### src/rtl/shift_req_stage_pkg.sv
// Shared definitions for the shifter request stage.
//   clog2()  : ceiling log2, used to size the shift fields
//   state_e  : occupancy of the 2-entry skid buffer (entries held)
// The request record {sat, left, shift, bits} depends on the data width, so each
// user declares it locally with that field order (sat is the MSB).
package shift_req_stage_pkg;

  typedef enum logic [1:0] {
    StEmpty = 2'd0,
    StOne   = 2'd1,
    StTwo   = 2'd2
  } state_e;

  function automatic int unsigned clog2(input int unsigned value);
    int unsigned result;
    result = 0;
    while ((64'd1 << result) < 64'(value)) begin
      result++;
    end
    return result;
  endfunction

endpackage

### src/rtl/shift_req_stage_if.sv
// Producer and consumer handshake bundle of the shifter request stage.
//   in_valid/in_ready/in_bits/in_shift/in_left : producer side (shift is 0..2*width-1)
//   out_valid/out_ready/out_bits/out_shift/out_left/out_sat : toward the shifter/consumer
//   acc_cnt : count of accepted input transfers
// Modports: master = environment (producer + consumer), slave = the stage.
interface shift_req_stage_if #(
  parameter int unsigned width = 8,
  parameter int unsigned CNT_W = 16
);
  import shift_req_stage_pkg::*;

  localparam int unsigned ShiftW = clog2(width);

  logic              in_valid;
  logic              in_ready;
  logic [width-1:0]  in_bits;
  logic [ShiftW:0]   in_shift;
  logic              in_left;
  logic              out_valid;
  logic              out_ready;
  logic [width-1:0]  out_bits;
  logic [ShiftW-1:0] out_shift;
  logic              out_left;
  logic              out_sat;
  logic [CNT_W-1:0]  acc_cnt;

  modport master (
    output in_valid, in_bits, in_shift, in_left, out_ready,
    input  in_ready, out_valid, out_bits, out_shift, out_left, out_sat, acc_cnt
  );

  modport slave (
    input  in_valid, in_bits, in_shift, in_left, out_ready,
    output in_ready, out_valid, out_bits, out_shift, out_left, out_sat, acc_cnt
  );

endinterface

### src/rtl/shift_req_stage_norm.sv
// Combinational normaliser for shifter requests.
// An out-of-range shift (>= width) is replaced by a zero word with zero shift so the
// downstream shifter yields 0, and is flagged as saturated.
//   i_bits  : raw data word           o_bits  : normalised data word
//   i_shift : raw shift, clog2(w)+1 b  o_shift : normalised shift, clog2(w) b
//                                      o_sat   : request was out of range
module shift_req_stage_norm
  import shift_req_stage_pkg::*;
#(
  parameter int unsigned width = 8
) (
  input  logic [width-1:0]             i_bits,
  input  logic [clog2(width):0]        i_shift,
  output logic [width-1:0]             o_bits,
  output logic [clog2(width)-1:0]      o_shift,
  output logic                         o_sat
);

  localparam int unsigned ShiftW = clog2(width);
  localparam logic [31:0] WidthWord = width;
  localparam logic [ShiftW:0] WidthVal = WidthWord[ShiftW:0];

  logic w_over;

  assign w_over = (i_shift >= WidthVal);

  always_comb begin
    o_bits  = i_bits;
    o_shift = i_shift[ShiftW-1:0];
    o_sat   = 1'b0;
    if (w_over) begin
      o_bits  = '0;
      o_shift = '0;
      o_sat   = 1'b1;
    end
  end

endmodule

### src/rtl/shift_req_stage.sv
// Registered valid/ready request stage feeding the left/right shifters.
// Normalises each accepted request, holds up to two in a skid buffer (main entry
// visible on out_*, skid entry hidden) and keeps out_* stable until popped.
// Full throughput, one cycle latency, no combinational path from inputs to outputs.
//   clk    : clock, rising edge
//   rst    : asynchronous active-high reset, drops any held requests
//   io_bus : handshake bundle (slave side), see shift_req_stage_if
module shift_req_stage
  import shift_req_stage_pkg::*;
#(
  parameter int unsigned width = 8,
  parameter int unsigned CNT_W = 16
) (
  input  logic                 clk,
  input  logic                 rst,
  shift_req_stage_if.slave     io_bus
);

  localparam int unsigned ShiftW = clog2(width);

  typedef struct packed {
    logic              sat;
    logic              left;
    logic [ShiftW-1:0] shift;
    logic [width-1:0]  bits;
  } req_t;

  state_e           r_state;
  state_e           w_state_d;
  req_t             r_main;
  req_t             r_skid;
  req_t             w_main_d;
  req_t             w_skid_d;
  req_t             w_req;
  logic             r_in_ready;
  logic             r_out_valid;
  logic [CNT_W-1:0] r_cnt;

  logic              w_push;
  logic              w_pop;
  logic [width-1:0]  w_norm_bits;
  logic [ShiftW-1:0] w_norm_shift;
  logic              w_norm_sat;

  shift_req_stage_norm #(
    .width (width)
  ) u_norm (
    .i_bits  (io_bus.in_bits),
    .i_shift (io_bus.in_shift),
    .o_bits  (w_norm_bits),
    .o_shift (w_norm_shift),
    .o_sat   (w_norm_sat)
  );

  always_comb begin
    w_req.sat   = w_norm_sat;
    w_req.left  = io_bus.in_left;
    w_req.shift = w_norm_shift;
    w_req.bits  = w_norm_bits;
  end

  assign w_push = io_bus.in_valid & r_in_ready;
  assign w_pop  = r_out_valid & io_bus.out_ready;

  always_comb begin
    w_state_d = r_state;
    w_main_d  = r_main;
    w_skid_d  = r_skid;
    unique case (r_state)
      StEmpty: begin
        if (w_push) begin
          w_state_d = StOne;
          w_main_d  = w_req;
        end
      end
      StOne: begin
        if (w_push && w_pop) begin
          w_main_d = w_req;
        end else if (w_push) begin
          w_state_d = StTwo;
          w_skid_d  = w_req;
        end else if (w_pop) begin
          w_state_d = StEmpty;
        end
      end
      StTwo: begin
        // in_ready is low here, so only a pop can happen
        if (w_pop) begin
          w_state_d = StOne;
          w_main_d  = r_skid;
        end
      end
      default: begin
        w_state_d = StEmpty;
      end
    endcase
  end

  always_ff @(posedge clk or posedge rst) begin
    if (rst) begin
      r_state     <= StEmpty;
      r_main      <= '0;
      r_skid      <= '0;
      r_in_ready  <= 1'b1;
      r_out_valid <= 1'b0;
      r_cnt       <= '0;
    end else begin
      r_state     <= w_state_d;
      r_main      <= w_main_d;
      r_skid      <= w_skid_d;
      r_in_ready  <= (w_state_d != StTwo);
      r_out_valid <= (w_state_d != StEmpty);
      if (w_push) begin
        r_cnt <= r_cnt + CNT_W'(1);
      end
    end
  end

  assign io_bus.in_ready  = r_in_ready;
  assign io_bus.out_valid = r_out_valid;
  assign io_bus.out_bits  = r_main.bits;
  assign io_bus.out_shift = r_main.shift;
  assign io_bus.out_left  = r_main.left;
  assign io_bus.out_sat   = r_main.sat;
  assign io_bus.acc_cnt   = r_cnt;

endmodule

### src/flat_wrapper.sv
// flat-port wrapper written by rule: the top's interface ports become plain ports
module shift_req_stage_flat import shift_req_stage_pkg::*;
#(
  parameter int unsigned width = 8,
  parameter int unsigned CNT_W = 16
)
  (clk, rst, io_bus_in_valid, io_bus_in_bits, io_bus_in_shift, io_bus_in_left, io_bus_out_ready, io_bus_in_ready, io_bus_out_valid, io_bus_out_bits, io_bus_out_shift, io_bus_out_left, io_bus_out_sat, io_bus_acc_cnt);
  shift_req_stage_if #(.width(width), .CNT_W(CNT_W)) io_bus_i ();
  input  logic clk;
  input  logic rst;
  input wire logic [$bits(io_bus_i.in_valid)-1:0] io_bus_in_valid;
  input wire logic [$bits(io_bus_i.in_bits)-1:0] io_bus_in_bits;
  input wire logic [$bits(io_bus_i.in_shift)-1:0] io_bus_in_shift;
  input wire logic [$bits(io_bus_i.in_left)-1:0] io_bus_in_left;
  input wire logic [$bits(io_bus_i.out_ready)-1:0] io_bus_out_ready;
  output wire logic [$bits(io_bus_i.in_ready)-1:0] io_bus_in_ready;
  output wire logic [$bits(io_bus_i.out_valid)-1:0] io_bus_out_valid;
  output wire logic [$bits(io_bus_i.out_bits)-1:0] io_bus_out_bits;
  output wire logic [$bits(io_bus_i.out_shift)-1:0] io_bus_out_shift;
  output wire logic [$bits(io_bus_i.out_left)-1:0] io_bus_out_left;
  output wire logic [$bits(io_bus_i.out_sat)-1:0] io_bus_out_sat;
  output wire logic [$bits(io_bus_i.acc_cnt)-1:0] io_bus_acc_cnt;
  assign io_bus_i.in_valid = io_bus_in_valid;
  assign io_bus_i.in_bits = io_bus_in_bits;
  assign io_bus_i.in_shift = io_bus_in_shift;
  assign io_bus_i.in_left = io_bus_in_left;
  assign io_bus_i.out_ready = io_bus_out_ready;
  assign io_bus_in_ready = io_bus_i.in_ready;
  assign io_bus_out_valid = io_bus_i.out_valid;
  assign io_bus_out_bits = io_bus_i.out_bits;
  assign io_bus_out_shift = io_bus_i.out_shift;
  assign io_bus_out_left = io_bus_i.out_left;
  assign io_bus_out_sat = io_bus_i.out_sat;
  assign io_bus_acc_cnt = io_bus_i.acc_cnt;
  shift_req_stage #(.width(width), .CNT_W(CNT_W)) u_core (.clk(clk), .rst(rst), .io_bus(io_bus_i));
endmodule
### config.mk
export PLATFORM = sky130hd
export DESIGN_NAME = shift_req_stage_flat
export DESIGN_NICKNAME = d
export VERILOG_FILES = /design/src/rtl/shift_req_stage_pkg.sv /design/src/rtl/shift_req_stage_if.sv /design/src/rtl/shift_req_stage_norm.sv /design/src/rtl/shift_req_stage.sv /design/src/flat_wrapper.sv
export SDC_FILE = /design/constraint.sdc
export NUM_CORES = 1
export LEC_CHECK = 0
export CAP_MARGIN = 20
export CORE_MARGIN = 1
export CORE_UTILIZATION = 49
export CTS_CLUSTER_SIZE = 8
export DETAILED_ROUTE_END_ITERATION = 10
export GPL_TIMING_DRIVEN = 1
export PLACE_DENSITY = 0.82
export REMOVE_ABC_BUFFERS = 1
export SYNTH_ARGS = -nofsm -noshare
export SYNTH_HDL_FRONTEND = slang
export SYNTH_SLANG_ARGS = --single-unit
### constraint.sdc
create_clock -name clk -period 1.7 [get_ports clk]
set_input_delay 0.17 -clock clk [delete_from_list [all_inputs] [get_ports clk]]
set_output_delay 0.17 -clock clk [all_outputs]
set_load 0.02 [all_outputs]
* Yosys cells after proc, flatten, opt, wreduce, memory -nomap -nowiden
Index checks and enable logic that the tools add are counted.
** Word-level totals
- Register bits after elaboration :: 46
- Word-level logic and storage cells :: 42
- Input bits :: 17
- Output and inout bits :: 31
** Cells by class
- Reduce and logical (&&, ||, !) cells :: 6
- Magnitude comparators :: 1
- Bitwise operators :: 3
- Eq/ne operators :: 6
- Muxes and demuxes :: 13
- Add/sub/neg operators :: 1
** Operators with widths (number)
- two-way mux 13 bit :: 3
- case mux 13 bit (3 select lines) :: 1
- adder 16 x 1 -> 16 bit (second input constant) :: 1
- two-way mux 2 bit :: 5
- two-way mux 8 bit :: 1
- != test 2 x 1 -> 1 bit (second input constant) :: 3
- case mux 2 bit (3 select lines) :: 1
- >= comparator 4 bit (second input constant) :: 1
- AND reduction 4 bit :: 1
- two-way mux 3 bit :: 1
- AND reduction 3 bit :: 1
- nonzero test 3 bit :: 1
- AND 1 bit :: 2
- equality test 2 x 1 -> 1 bit (second input constant) :: 1
- equality test 2 bit (second input constant) :: 1
- logical NOT 2 bit :: 1
- != test 2 bit (second input constant) :: 1
- nonzero test 2 bit :: 1
- logical AND 1 bit :: 1
- two-way mux 1 bit :: 1
- inverter 1 bit :: 1

* Logic depth before layout (Yosys ltp)
Gate-level depths: netlist of the first run.
- Depth in word-level cells :: 6
- Gate-level depth with buffers :: 6
- Mapped depth without buffers :: 5

* By module
Synthesis of the first run repeated with hierarchy kept, for this count alone.
** Unflattened totals
- Cells, all modules :: 187
- Area total of the unflattened synthesis :: 2168.3 µm²
** By module, submodules not included
- shift_req_stage :: sequential area each 1152.4 µm², times used 1, area an instance 2047.0 µm², cells an instance 174
- shift_req_stage_norm :: sequential area each 0.0 µm², times used 1, area an instance 121.4 µm², cells an instance 13

* Worst setup path after synthesis of the first run
Ideal clock, no wire load.
- Path type :: register -> register
- From :: register u_core.r_in_ready, in the netlist u_core.io_bus.in_ready
- To :: register u_core.r_main (netlist bit u_core.io_bus.out_bits[0])
- Required time :: 1.575 ns
- Clock period less this slack :: 1.636 ns
- Stages on the path, launching flop included :: 6
- Setup time :: 0.125 ns
- Path slack :: 0.064 ns
- Arrival :: 1.511 ns
- Buffers on the path :: 1
- Path through :: dfstp_2 > nand2_1 > o21ai_2 > a31oi_4 > buf_6 > mux2_4
** Between the ends
- Cells in the longest elaborated chain, start to end :: 4
- Elaborated cells between the ends (all ways) :: 5
- Classes of those cells :: eq/ne (2); bitwise (1); reduce/logical (2)
** RTL lines
- start, declared :: line shift_req_stage.sv:35 : logic r_in_ready;
- start signal, assigned :: line shift_req_stage.sv:111 : r_in_ready <= (w_state_d != StTwo);
- AND 1 bit (*) :: line shift_req_stage.sv:62 : assign w_push = io_bus.in_valid & r_in_ready;
- logical AND 1 bit :: line shift_req_stage.sv:77 : if (w_push && w_pop) begin
- != test 2 x 1 -> 1 bit (no source line)
- AND reduction 4 bit (no source line) (*)
- end signal, assigned :: line shift_req_stage.sv:109 : r_main <= w_main_d;
- end, declared :: line shift_req_stage.sv:30 : req_t r_main;
Every way passes the cells marked *; elsewhere a longest branch is shown, timed or not.
A chain may end at the register's enable or synchronous reset.

* Final worst setup path of the first run
- From :: register u_core.r_in_ready, in the netlist u_core.io_bus.in_ready
- To :: output io_bus_in_ready
** RTL lines
- end, declared :: line flat_wrapper.sv:16 : output wire logic [$bits(io_bus_i.in_ready)-1:0] io_bus_in_ready;
No word-level cell between the ends.

==> results.py, run 1 <==
metrics = {
    "timing": {
        "post-route-min-period_ns": 1.635,
        "fin_crit_sh": 0.9620,
        "timing_hold_violations_final": 0,
        "fin_skew_ns": 0.006181,
        "worstMarginPinSlew_ns": 0.4375,
        "whs_ns": 0.1887,
        "drv_slew": 0,
        "rsz0062_at_grt": "no",
        "totalNegativeSetupSlack_ns": 0,
        "maxSlewHeadroom": 0.7079,
        "fmax_ghz": 0.6115,
        "setup_violations": 0,
    },
    "global_route": {
        "grt_max_degree": 28,
        "grt_pass1_vias": 1454,
        "grt_pass1_wl_um": 6762,
        "grt_usage": 0.2022,
        "grt_overflow_total": 0,
        "antenna_found_initial": 0,
    },
    "critical_path": {
        "critPathRequiredTime_ns": 1.53,
        "crit_path_top_delay_cell": "clkdlybuf4s50_1",
        "crit_buf_inv": 1,
        "critPathMaxStageDelay_ns": 0.61,
        "crit_path_cell_trace": "clkdlybuf4s50_1",
        "cp_top_family": "buffers and inverters",
        "crit_type": "reg -> out",
        "cp-end-kind": "output port",
        "crit_fanout": 4,
        "startpoint_type": "flip-flop",
        "critPathArrivalTime_ns": 1.47,
    },
    "floorplanning": {
        "ios": 48,
        "die_y_um": 67.42,
        "initial_core_util": 0.5168,
        "core_area_um2": 4058,
        "dieArea_um2": 4545,
        "die_width_um": 67.42,
        "placementRows": 23,
    },
    "drt": {
        "postRouteWirelength_um": 4048,
        "post_drt_wl_per_cell_um": 13.68,
        "drtIter0Drc": 84,
        "vias_per_cell": 5.243,
        "ant_nets": 0,
        "firstDrtPassIters": 4,
        "vias": 1552,
        "drc": 0,
    },
    "power_and_ir_drop": {
        "swShare": 0.3588,
        "peakVddDrop_mv": 1.102,
        "power_frac_comb": 0.462,
        "power_density_nw_per_um2": 1623,
        "p_leak_nw": 1.255,
        "clkPwrFrac": 0.138,
        "p_seq_frac": 0.400,
        "power_switching_mw": 1.625,
        "finalPower_mw": 4.530,
        "p_int_mw": 2.905,
    },
    "clock_network": {
        "clk_path_buf_depth": 2,
        "clk_latency_ns": 0.30,
        "ctsHoldBuffers": 0,
        "cts_max_level": 2,
        "clk_transition_reported_paths_ns": 0.08,
        "clock-root-buffer": "clkbuf_8",
        "cts_resized": 0,
        "tritoncts": "yes",
        "clkSinkCount": 46,
        "postCtsSetupBuffers": 0,
        "cts_buffers": 5,
    },
    "outcome": {
        "status": "finished clean",
    },
    "yosys": {
        "avgSynthCellArea_um2": 11.10,
        "ys_warn_count": 0,
        "syn_area_um2": 2097,
        "ys_ff_latch": 46,
        "postSynthCellCount": 189,
        "synth.yosys.seq_area_share": 0.5495,
        "ys_types": 35,
    },
    "final_layout": {
        "n_fill_cell": 311,
        "fin_nets": 264,
        "area_growth_pct": 33.11,
        "drive_above_1_share": 0.1789,
        "post-route-cell-area_um2": 2791,
        "diodes": 0,
    },
    "place": {
        "io_buffers": 47,
        "hpwl_um": 2856,
        "place_congestion": 0.8108,
        "place_area_um2": 2701,
    },
    "job": {
        "cap_viol_max_count": 0,
    },
    "min_path": {
        "hp-class": "in -> async",
    },
}
==> power by group through the flow <==
stage	clock [mW]	combinational, mW	sequential (mW)
after floorplan	0	0.909	2.10
after global placement	0	2.04	1.82
after detailed placement	0	2.10	1.82
after CTS	0.645	2.11	1.81
after global routing	0.696	2.27	1.86
final	0.625	2.10	1.81
==> registers in the layout, summed over array words and instances, names as in the netlist <==
register and count:
u_core.r_skid 13, u_core.io_bus.out_bits 8, u_core.io_bus.in_ready 1, u_core.io_bus.out_left 1, u_core.io_bus.acc_cnt 16, u_core.io_bus.out_shift 3, u_core.io_bus.out_sat 1, u_core.r_state 2
u_core.io_bus.out_valid 1
==> layout make-up <==
cell class	count	area (µm²)	area share
sequential	46	1152	0.4128
multi-input combinational	133	899.6	0.3223
timing repair buffer	58	590.6	0.2116
clock buffer	5	68.82	0.02465
tap	50	62.56	0.02241
clock inverter	2	10.01	0.003586
inverter	2	7.507	0.002689
==> per-layer routing <==
layer / track usage / vias up / part of all wire / wire length [µm]
met3: 0.06419 / 4 / 0.035 / 141
met1: 0.2744 / 767 / 0.47 / 1887
met2: 0.3075 / 32 / 0.49 / 1980
met5: 0 / - / 0 / 0
met4: 0.06117 / 0 / 0.0096 / 39
li1: - / 749 / - / -
==> cells in the final DEF (no fill, tap or decap), types with 5 or more instances in the layout <==
cell,n
nand2_1,38
nand2b_1,11
mux2_2,6
clkbuf_8,5
buf_4,8
mux2_4,10
xnor2_1,8
o21ai_0,20
clkdlybuf4s50_1,47
dfrtp_1,45
xor2_1,7
==> metrics by stage <==
step                      std cells  utilization  setup WS, ns
after detailed placement        289       0.6657      -0.06230
after global routing            296       0.6879      0.002067
after CTS                       296       0.6852       0.05585
final                           296       0.6879       0.06463
after floorplan                 181            -       -0.2054
after global placement          289       0.6657      -0.03706
==> worst paths after layout <==
path	start	to	slack, ns	cells past startpoint
worst min-delay path	rst	u_core.io_bus.acc_cnt[14]$_DFFE_PP0P_	0.19	2
worst min register to register	u_core.io_bus.acc_cnt[15]$_DFFE_PP0P_	u_core.io_bus.acc_cnt[15]$_DFFE_PP0P_	0.47	1
max in group asynchronous	rst	u_core.io_bus.out_left$_DFFE_PP0P_	1.02	3
worst max register to register	u_core.io_bus.in_ready$_DFF_PP1_	u_core.io_bus.acc_cnt[12]$_DFFE_PP0P_	0.10	5
min in group clk	io_bus_in_shift[2]	u_core.r_skid[10]$_DFFE_PP0P_	0.46	3
worst max-delay path	u_core.io_bus.in_ready$_DFF_PP1_	io_bus_in_ready	0.06	1
==> cell usage after synthesis <==
library cell,number,share of area
xnor2_1,8,0.033
a21oi_1,1,0.0024
buf_6,1,0.0054
nor3_2,1,0.0048
o21ai_0,20,0.048
a31oi_4,1,0.010
nand4_1,3,0.0090
and2_1,2,0.0060
nor2_1,3,0.0054
ha_1,1,0.0060
nand2b_1,11,0.033
mux2_4,10,0.072
nand3_1,4,0.0095
nor2b_1,1,0.0030
nor4_1,1,0.0030
buf_2,3,0.0072
inv_2,1,0.0018
nand2b_2,1,0.0042
o21a_1,1,0.0036
nand4b_1,1,0.0042
dfstp_2,1,0.013
nor3_1,2,0.0048
nand2_1,38,0.068
and4_1,1,0.0042
inv_1,1,0.0018
mux2_2,6,0.032
nor4_2,1,0.0060
and3_1,2,0.0060
dfrtp_1,45,0.54
o21ai_1,4,0.0095
o21ai_2,1,0.0042
buf_4,2,0.0072
clkbuf_1,2,0.0036
xor2_1,7,0.029
a31oi_1,1,0.0030
==> kinds of logic (layout without fill, tap and decap cells) <==
group	Yosys count	in the layout	synth area share
fa+ha+maj	1	1	0.005966
flops	46	46	0.5495
xor+xnor	15	15	0.06265
compound gates	29	29	0.08055
simple gates	72	72	0.1707
buf+inv	10	67	0.02684
mux	16	16	0.1038
Power figures use the tool's default switching activity.
==> run 2, diff against run 1 <==
--- a/config.mk
+++ b/config.mk
@@ -7,9 +7,10 @@
 export LEC_CHECK = 0
 export CAP_MARGIN = 20
 export CORE_MARGIN = 1
-export CORE_UTILIZATION = 49
+export CORE_UTILIZATION = 62
 export CTS_CLUSTER_SIZE = 8
 export DETAILED_ROUTE_END_ITERATION = 10
+export DONT_BUFFER_PORTS = 1
 export GPL_TIMING_DRIVEN = 1
 export PLACE_DENSITY = 0.82
 export REMOVE_ABC_BUFFERS = 1
==> results.py, run 2 (synthesis results as in run 1) <==
metrics = {
    "power_and_ir_drop": {
        "power_density_nw_per_um2": 1741,
        "p_leak_nw": 1.194,
        "p_seq_frac": 0.458,
        "clkPwrFrac": 0.190,
        "p_int_mw": 2.795,
        "swShare": 0.3685,
        "power_switching_mw": 1.631,
        "peakVddDrop_mv": 1.106,
        "power_frac_comb": 0.352,
        "finalPower_mw": 4.427,
    },
    "final_layout": {
        "multi_input_area_um2": 888.4,
        "seq_area_um2": 1152,
        "post-route-cell-area_um2": 2542,
        "diodes": 0,
        "largest_reg_flops": 16,
        "area_growth_pct": 21.24,
        "fin_nets": 241,
        "n_fill_cell": 188,
        "drive_above_1_share": 0.2277,
        "layout_common_cells": "45 x dfrtp_1, 38 x nand2_1, 20 x o21ai_0, 17 x buf_4, 16 x dlygate4sd3_1",
        "layout.cells.non_filler": 268,
        "final_common_cell": "dfrtp_1",
    },
    "drt": {
        "firstDrtPassIters": 4,
        "ant_nets": 0,
        "vias_per_cell": 5.653,
        "postRouteWirelength_um": 4504,
        "post_drt_wl_per_cell_um": 16.81,
        "vias": 1515,
        "drtIter0Drc": 75,
        "drc": 0,
    },
    "timing": {
        "setup_violations": 0,
        "timing_hold_violations_final": 0,
        "maxSlewHeadroom": 0.7085,
        "worst_slack_ns": 0.06901,
        "worstMarginPinSlew_ns": 0.4366,
        "fmax_ghz": 0.6131,
        "totalNegativeSetupSlack_ns": 0,
        "post-route-min-period_ns": 1.631,
        "rsz0062_at_grt": "yes",
        "fin_skew_ns": 0.01773,
        "drv_slew": 0,
        "fin_crit_sh": 0.9594,
    },
    "critical_path": {
        "crit_path_cell_trace": "nand4_1, nor4_2, nand3_1, xnor2_1",
        "crit_fanout": 5,
        "cp-end-kind": "flip-flop",
        "critPathArrivalTime_ns": 1.89,
        "critPathLaunch": "u_core.io_bus.in_ready$_DFF_PP1_",
        "critPathMaxStageDelay_ns": 0.57,
        "critPathRequiredTime_ns": 1.96,
        "r2r_end": "u_core.io_bus.acc_cnt[15]$_DFFE_PP0P_",
        "crit_type": "reg -> reg",
        "worstRegToRegCells": 4,
        "startpoint_type": "flip-flop",
        "crit_path_top_delay_cell": "dfstp_2",
        "r2r-start": "u_core.io_bus.in_ready$_DFF_PP1_",
        "reg2reg_slack_ns": 0.07,
        "crit_end": "u_core.io_bus.acc_cnt[15]$_DFFE_PP0P_",
    },
    "clock_network": {
        "clock-root-buffer": "clkbuf_4",
        "cts_max_level": 2,
        "clk_path_buf_depth": 2,
        "clk_latency_ns": 0.36,
        "postCtsSetupBuffers": 0,
        "cts_buffers": 5,
        "clkSinkCount": 46,
        "tritoncts": "yes",
        "clk_transition_reported_paths_ns": 0.14,
    },
    "floorplanning": {
        "die_width_um": 60.16,
        "die_y_um": 60.16,
        "dieArea_um2": 3619,
        "initial_core_util": 0.6704,
        "core_area_um2": 3128,
        "placementRows": 20,
        "ios": 48,
    },
    "place": {
        "pre_cts_slack_ns": 0.06881,
        "io_buffers": 0,
        "hpwl_um": 2967,
        "place_area_um2": 2271,
        "dp_cells": 244,
        "place_congestion": 0.7589,
    },
    "global_route": {
        "grt_overflow_total": 0,
        "grt_pass1_wl_um": 7396,
        "grt_max_degree": 27,
        "grt_usage": 0.2870,
        "grt_pass1_vias": 1600,
        "antenna_found_initial": 0,
    },
    "min_path": {
        "hp-class": "in -> reg",
    },
    "job": {
        "cap_viol_max_count": 0,
    },
    "outcome": {
        "status": "finished clean",
    },
}
-- run 2: final cells by class --
class / count / share of cell area
multi-input combinational: 133 / 0.3494
inverter: 2 / 0.002953
sequential: 46 / 0.4532
tap: 44 / 0.02165
clock inverter: 2 / 0.02362
clock buffer: 6 / 0.02018
timing repair buffer: 35 / 0.1289
-- run 2: worst min-delay path by stage --
stage	from	endpoint	slack [ns]	cells past startpoint
finish	io_bus_in_shift[3]	u_core.r_skid[4]$_DFFE_PP0P_	0.02	2
CTS	io_bus_in_shift[3]	u_core.r_skid[3]$_DFFE_PP0P_	0.0003	2
global route	io_bus_in_shift[3]	u_core.r_skid[9]$_DFFE_PP0P_	0.02	2
detailed placement	rst	u_core.io_bus.acc_cnt[7]$_DFFE_PP0P_	0.08	1
global placement	rst	u_core.io_bus.acc_cnt[6]$_DFFE_PP0P_	0.07	1
floorplan	io_bus_out_ready	u_core.r_state[0]$_DFF_PP0_	0.32	2
-- run 2: routing by layer --
layer	routed length, µm	vias up	GRT usage
met5	0	-	0
met4	104	0	0.1329
met3	248	12	0.06710
met2	2403	52	0.4898
met1	1748	744	0.3395
li1	-	707	-
-- run 2: power by group through the flow --
| stage | combinational (mW) | sequential (mW) | clock, mW |
|---|---|---|---|
| 2_1_floorplan | 0.909 | 2.10 | 0 |
| 3_3_place_gp | 1.44 | 2.00 | 0 |
| 3_5_place_dp | 1.50 | 2.04 | 0 |
| 4_1_cts | 1.55 | 2.02 | 0.860 |
| 5_1_grt | 1.67 | 2.07 | 0.911 |
| 6_report | 1.56 | 2.03 | 0.843 |
-- run 2: worst max-delay path: cells and delay by family (launching register included) --
kind,cells,cell delay (ns)
flip-flops,1,0.57
XOR/XNOR,1,0.15
AND/OR/NAND/NOR,3,0.82
-- run 2: timing repair --
| item | 4_1_cts | 5_1_grt |
|---|---|---|
| setup endpoints to repair | 0 | 2 |
| hold buffers | 15 | 1 |
| endpoints found under the hold margin | 33 | 1 |
| resized for setup | 0 | 0 |
-- run 2: stage by stage --
stage | utilization | hold WS [ns]
after floorplan | - | 0.3167
after global routing | 0.8128 | 0.02010
after global placement | 0.7260 | 0.07416
after CTS | 0.8096 | 0.0002589
after detailed placement | 0.7260 | 0.08037
final | 0.8128 | 0.01764
